==> src/rtl/rv_pkg.sv <==
// Shared RV32I decode types: ALU control, opcodes, and the decode->ALU packet.
// Imported by decode_stage, skid_buf and decode_stage_if.
package rv_pkg;

    typedef enum logic [2:0] {
        ALU_ADD  = 3'b000,
        ALU_SLT  = 3'b010,
        ALU_SLTU = 3'b011,
        ALU_XOR  = 3'b100,
        ALU_OR   = 3'b110,
        ALU_AND  = 3'b111
    } alu_ctl_t;

    localparam logic [6:0] OPC_OP     = 7'b0110011;
    localparam logic [6:0] OPC_OP_IMM = 7'b0010011;

    typedef struct packed {
        logic [31:0] a;
        logic [31:0] b;
        alu_ctl_t    ctl;
        logic [4:0]  rd;
        logic        illegal;
    } ex_pkt_t;

    function automatic logic funct3_ok(logic [2:0] f3);
        return (f3 != 3'b001) && (f3 != 3'b101);
    endfunction

endpackage

==> src/rtl/decode_stage_if.sv <==
// Valid/ready handshake bundle carrying one decoded packet toward the ALU.
// The producer drives valid/data; the consumer drives ready.
interface decode_stage_if;
    import rv_pkg::*;

    logic    valid;
    logic    ready;
    ex_pkt_t data;

    modport master (output valid, output data, input ready);
    modport slave  (input valid, input data, output ready);

endinterface

==> src/rtl/decode_stage_skid_buf.sv <==
// skid_buf: 2-entry FIFO with registered in_ready, no ready->ready comb path.
// Payload type is a parameter; synchronous active-low reset empties it.
module skid_buf #(
    parameter type T = logic [31:0]
) (
    input  logic clk,
    input  logic rst_n,
    input  logic in_valid,
    output logic in_ready,
    input  T     in_data,
    output logic out_valid,
    input  logic out_ready,
    output T     out_data
);

    logic [1:0] cnt_q, cnt_d;
    logic       rd_ptr_q, rd_ptr_d;
    logic       ready_q, ready_d;
    T           mem_q [2];
    T           mem_d [2];

    logic push, pop, wr_ptr;

    assign push   = in_valid && ready_q;
    assign pop    = (cnt_q != 2'd0) && out_ready;
    assign wr_ptr = rd_ptr_q ^ cnt_q[0];

    always_comb begin
        mem_d    = mem_q;
        cnt_d    = cnt_q;
        rd_ptr_d = rd_ptr_q;
        if (push) begin
            mem_d[wr_ptr] = in_data;
        end
        if (push && !pop) begin
            cnt_d = cnt_q + 2'd1;
        end else if (pop && !push) begin
            cnt_d = cnt_q - 2'd1;
        end
        if (pop) begin
            rd_ptr_d = ~rd_ptr_q;
        end
        ready_d = (cnt_d != 2'd2);
    end

    always_ff @(posedge clk) begin
        if (!rst_n) begin
            cnt_q    <= 2'd0;
            rd_ptr_q <= 1'b0;
            ready_q  <= 1'b0;
            mem_q[0] <= '0;
            mem_q[1] <= '0;
        end else begin
            cnt_q    <= cnt_d;
            rd_ptr_q <= rd_ptr_d;
            ready_q  <= ready_d;
            mem_q    <= mem_d;
        end
    end

    assign in_ready  = ready_q;
    assign out_valid = (cnt_q != 2'd0);
    assign out_data  = mem_q[rd_ptr_q];

endmodule

==> src/rtl/decode_stage.sv <==
// RV32I ALU-subset decode with WB forwarding feeding a 2-entry skid buffer.
// DECODE_ILLEGAL_TRAP_EN: emit illegal instrs flagged on ex_illegal instead of dropping.
module decode_stage
    import rv_pkg::*;
(
    input  logic        clk,
    input  logic        rst_n,
    input  logic        instr_valid,
    output logic        instr_ready,
    input  logic [31:0] instr,
    output logic [4:0]  rs1_addr,
    output logic [4:0]  rs2_addr,
    input  logic [31:0] rs1_data,
    input  logic [31:0] rs2_data,
    input  logic        wb_we,
    input  logic [4:0]  wb_rd,
    input  logic [31:0] wb_data,
    output logic        ex_valid,
    input  logic        ex_ready,
    output logic [31:0] ex_a,
    output logic [31:0] ex_b,
    output logic [2:0]  ex_ctl,
    output logic [4:0]  ex_rd
`ifdef DECODE_ILLEGAL_TRAP_EN
    ,
    output logic        ex_illegal
`endif
);

`ifdef DECODE_ILLEGAL_TRAP_EN
    localparam logic TRAP_EN = 1'b1;
`else
    localparam logic TRAP_EN = 1'b0;
`endif

    logic [6:0]  opcode;
    logic [2:0]  funct3;
    logic [6:0]  funct7;
    logic        is_op, is_imm, legal;
    logic [31:0] op_a, op_b, imm;
    ex_pkt_t     dec_pkt, out_pkt;
    logic        push_valid, push_ready;

    decode_stage_if ex_if ();

    assign opcode   = instr[6:0];
    assign funct3   = instr[14:12];
    assign funct7   = instr[31:25];
    assign rs1_addr = instr[19:15];
    assign rs2_addr = instr[24:20];
    assign imm      = {{20{instr[31]}}, instr[31:20]};

    assign is_op  = (opcode == OPC_OP) && (funct7 == 7'd0)
                 && funct3_ok(funct3);
    assign is_imm = (opcode == OPC_OP_IMM) && funct3_ok(funct3);
    assign legal  = is_op || is_imm;

    // x0 reads as zero even if forwarding or the regfile disagree
    always_comb begin
        op_a = rs1_data;
        if (rs1_addr == 5'd0) begin
            op_a = '0;
        end else if (wb_we && (wb_rd == rs1_addr)) begin
            op_a = wb_data;
        end
        op_b = rs2_data;
        if (rs2_addr == 5'd0) begin
            op_b = '0;
        end else if (wb_we && (wb_rd == rs2_addr)) begin
            op_b = wb_data;
        end
    end

    always_comb begin
        dec_pkt = '0;
        unique case (1'b1)
            is_op: begin
                dec_pkt.a   = op_a;
                dec_pkt.b   = op_b;
                dec_pkt.ctl = alu_ctl_t'(funct3);
                dec_pkt.rd  = instr[11:7];
            end
            is_imm: begin
                dec_pkt.a   = op_a;
                dec_pkt.b   = imm;
                dec_pkt.ctl = alu_ctl_t'(funct3);
                dec_pkt.rd  = instr[11:7];
            end
            default: begin
                dec_pkt.illegal = 1'b1;
            end
        endcase
    end

    // illegal instrs still handshake upstream; they just never enter the buffer
    assign push_valid  = instr_valid && (legal || TRAP_EN);
    assign instr_ready = push_ready;

    skid_buf #(.T(ex_pkt_t)) u_skid (
        .clk       (clk),
        .rst_n     (rst_n),
        .in_valid  (push_valid),
        .in_ready  (push_ready),
        .in_data   (dec_pkt),
        .out_valid (ex_if.valid),
        .out_ready (ex_if.ready),
        .out_data  (ex_if.data)
    );

    assign ex_if.ready = ex_ready;
    assign out_pkt     = ex_if.valid ? ex_if.data : '0;

    assign ex_valid = ex_if.valid;
    assign ex_a     = out_pkt.a;
    assign ex_b     = out_pkt.b;
    assign ex_ctl   = out_pkt.ctl;
    assign ex_rd    = out_pkt.rd;

`ifdef DECODE_ILLEGAL_TRAP_EN
    assign ex_illegal = out_pkt.illegal;
`else
    logic unused_illegal;
    assign unused_illegal = out_pkt.illegal;
`endif

endmodule

==> config.mk <==
export PLATFORM = sky130hd
export DESIGN_NAME = decode_stage
export DESIGN_NICKNAME = d
export VERILOG_FILES = /design/src/rtl/rv_pkg.sv /design/src/rtl/decode_stage_if.sv /design/src/rtl/decode_stage_skid_buf.sv /design/src/rtl/decode_stage.sv
export SDC_FILE = /design/constraint.sdc
export NUM_CORES = 1
export LEC_CHECK = 0
export BUFFER_PORTS_ARGS = -buffer_cell sky130_fd_sc_hd__buf_2
export CAP_MARGIN = 20
export CORE_ASPECT_RATIO = 2
export CORE_MARGIN = 4
export CORE_UTILIZATION = 50
export CTS_CLUSTER_DIAMETER = 50
export DETAILED_ROUTE_END_ITERATION = 6
export PLACE_DENSITY = 0.78
export SLEW_MARGIN = 15
export SYNTH_ARGS = -nofsm -noshare
export SYNTH_HDL_FRONTEND = slang
export SYNTH_SLANG_ARGS = --single-unit
==> constraint.sdc <==
create_clock -name clk -period 5.9 [get_ports clk]
set_clock_uncertainty 0.2 [all_clocks]
set_input_delay 1.18 -clock clk [delete_from_list [all_inputs] [get_ports clk]]
set_output_delay 1.18 -clock clk [all_outputs]
set_load 0.05 [all_outputs]
==> metrics.txt <==
first-pass GRT wire length=33200 microns; Slew HR=28.1%; period utilization=66.8%; drc violations=0; Initial Utilization=51.0%; final setup margin=1.96 ns; ranking of synthesized cells by area=dfxtp_1, mux2i_1, o21ai_0, nand2_1, a21oi_1; dpl hpwl=15100 microns; num rows=61; Leakage=3.46 nW; fill count=1244; Yosys top cell by area=dfxtp_1; PwrDens=299 mW/mm^2; DRT Pass-1 Iters=7; drt first-iter violations=361; final slew viol count=0; Critical Path Fanout Max=45; Post-Route M1 WL=8520 microns; DR WL/cell=17.4 microns; vias=6549; Root Driver=clkbuf_16; required time of the critical path=4.52 ns; Setup CP Type=flop to output pin; area of the core=0.0139 sq mm; initial antenna violation count=0; Max VDD drop=0.000402 V; max-cap violation count=0; Multi-input gate area=0.00377 sq mm; die width=92.2 microns; Worst-path clk slew=0.06 ns; routability cong.=0.848; vias per inst=5.43; Final Hold Fails=0; final number of setup-violating endpoints=0; Setup crit start kind=flop; insertion delay to the later sink of the worst-skew pair=0.41 ns; Synth Cell Area=0.00708 sq mm; Worst Tran Pin Value=1.07 ns; largest net degree at the start of global routing=66; post-synth top area share=41.8%; highest routed layer=met4; post-CTS setup buffers=0; syn_nets=970; H-tree depth=4; RSZ-0062 raised after global routing=no; Avg Cell Area, Syn=8.52 sq um; clock sinks=148; Ys Warns=0; Met3 Wirelength=1030 microns; Tmin final=3.94 ns; CTS resizes=0; data arrival time of the critical path=2.56 ns; Layout area overhead=23.7%; Synth Register Bits=148; hold-fix buffers at CTS=0; Placed Cells=1176; post-route ant nets=0; nets@finish=1145; TNS Setup=0 ns; Reg area=0.00297 sq mm; Port Buf Inserts=221; status=finished, final reports clean; grt ovf=0; overall power=2.62 mW; TritonCTS Buffers=17; register area share after synthesis=41.8%; vias in the first global route=6518; die area=0.0162 sq mm; FMAX=254 MHz; Routed met2 length=10800 microns; Post-Route WL=21000 microns; Synth Instances=831; Synth cell types=39; Antenna diodes=0; # IOs=222; all-layer global routing usage=25.4%; Die Ht=176 microns; share of cells above drive strength 1=30.6%; min-delay worst type=flop to flop; Max clock buf depth=2; worst slack, placed=1.91 ns; TritonCTS clock tree=done; Non-Filler Instances=1207; Setup crit end kind=output pin
[power by group]
part	total (mW)	internal, mW	switching [mW]
Combinational	0.453	0.177	0.276
Sequential	1.08	1.01	0.0715
Clock	1.08	0.662	0.417
Total	2.62	1.85	0.764
[Yosys cell counts]
cell type  number
inv_1           5
mux2_2         32
o21ba_1         2
nor4_2          1
mux2i_1       105
xor2_1         10
a22o_1          2
or2_0           1
or4_1           1
nor2b_1         1
or3_1           1
a221oi_1        2
dfxtp_1       148
nor3_1          2
buf_6           2
nor2_1         82
nor4b_2         1
nand3_1        16
ha_1            1
nor4b_4         1
nand2_1       107
o2111ai_4       1
a21oi_1        77
nor2_2          1
nor4_1          2
a21boi_1        3
buf_1           3
xnor2_1         5
clkbuf_1       45
buf_4          10
nor4_4          2
buf_2          15
nand2b_1        1
and3_1          2
o21ai_0       128
a311oi_1        1
or4_2           1
o21ba_2         2
a22oi_1         9
[layout by cell type, fill, tap and decap left out, types with 3 or more instances in the layout]
master	n
o21ai_0	128
a21oi_1	77
inv_1	5
clkinv_4	3
nand3_1	16
nor2_1	80
buf_2	221
a22oi_1	9
bufinv_16	3
xnor2_1	5
xor2_1	10
buf_4	10
nand2_1	107
nor2_2	3
clkinv_2	4
clkbuf_16	17
dfxtp_1	147
mux2_2	32
mux2i_1	105
[metal layers]
layer / up-vias / track usage, %
li1: 3221 / -
met1: 3042 / 30.6
met2: 243 / 44.0
met3: 43 / 4.31
met4: 0 / 11.0
met5: - / 0
[through the flow]
stage | util, % | area (sq um) | hold WS (ns)
2_1_floorplan | - | 7080 | 0.224
3_3_place_gp | 58.8 | 8170 | 0.233
3_5_place_dp | 58.8 | 8170 | 0.242
4_1_cts | 63.1 | 8760 | 0.250
5_1_grt | 63.1 | 8760 | 0.266
6_report | 63.1 | 8760 | 0.250
[critical path: stages, from the launching register on]
cell     delay [ns]
dfxtp_1        0.36
inv_1          0.11
ha_2           0.83
buf_4          0.46
nor2_1         0.13
buf_2          0.23
[state kept, by name, indices dropped and copies added, names as in the netlist]
signal	cells
u_skid.in_ready	1
u_skid.mem_q	144
u_skid.rd_ptr_q	1
u_skid.cnt_q	2
[kinds of logic (layout without fill, tap and decap cells)]
logic type      count (synthesis)  after routing  share of synthesized area (%)
fa+ha+maj                       1              1                          0.177
compound gates                227            227                           17.3
simple gates                  223            223                           13.6
buf+inv                        80            267                           5.25
mux                           137            137                           19.9
flops                         148            148                           41.8
xor+xnor                       15             15                           1.86
[area by class of cell]
| class | instances | share of cell area [%] |
|---|---|---|
| clock buffers | 18 | 4.90 |
| inverters | 5 | 0.214 |
| clock inverters | 13 | 1.83 |
| repair buffers | 231 | 13.5 |
| flip-flops and latches | 148 | 33.9 |
| multi-input cells | 603 | 43.0 |
| well taps | 189 | 2.70 |
[path summary, 6_finish.rpt]
check,startpoint,to,slack (ns),cells after the start
max,u_skid.cnt_q[0],ex_b[31],1.96,5
min,u_skid.mem_q[43],u_skid.mem_q[43],0.25,2
max reg2reg,u_skid.rd_ptr_q,u_skid.mem_q[95],2.45,5
min reg2reg,u_skid.mem_q[43],u_skid.mem_q[43],0.25,2
No activity file was read; power rests on OpenSTA's default activity.
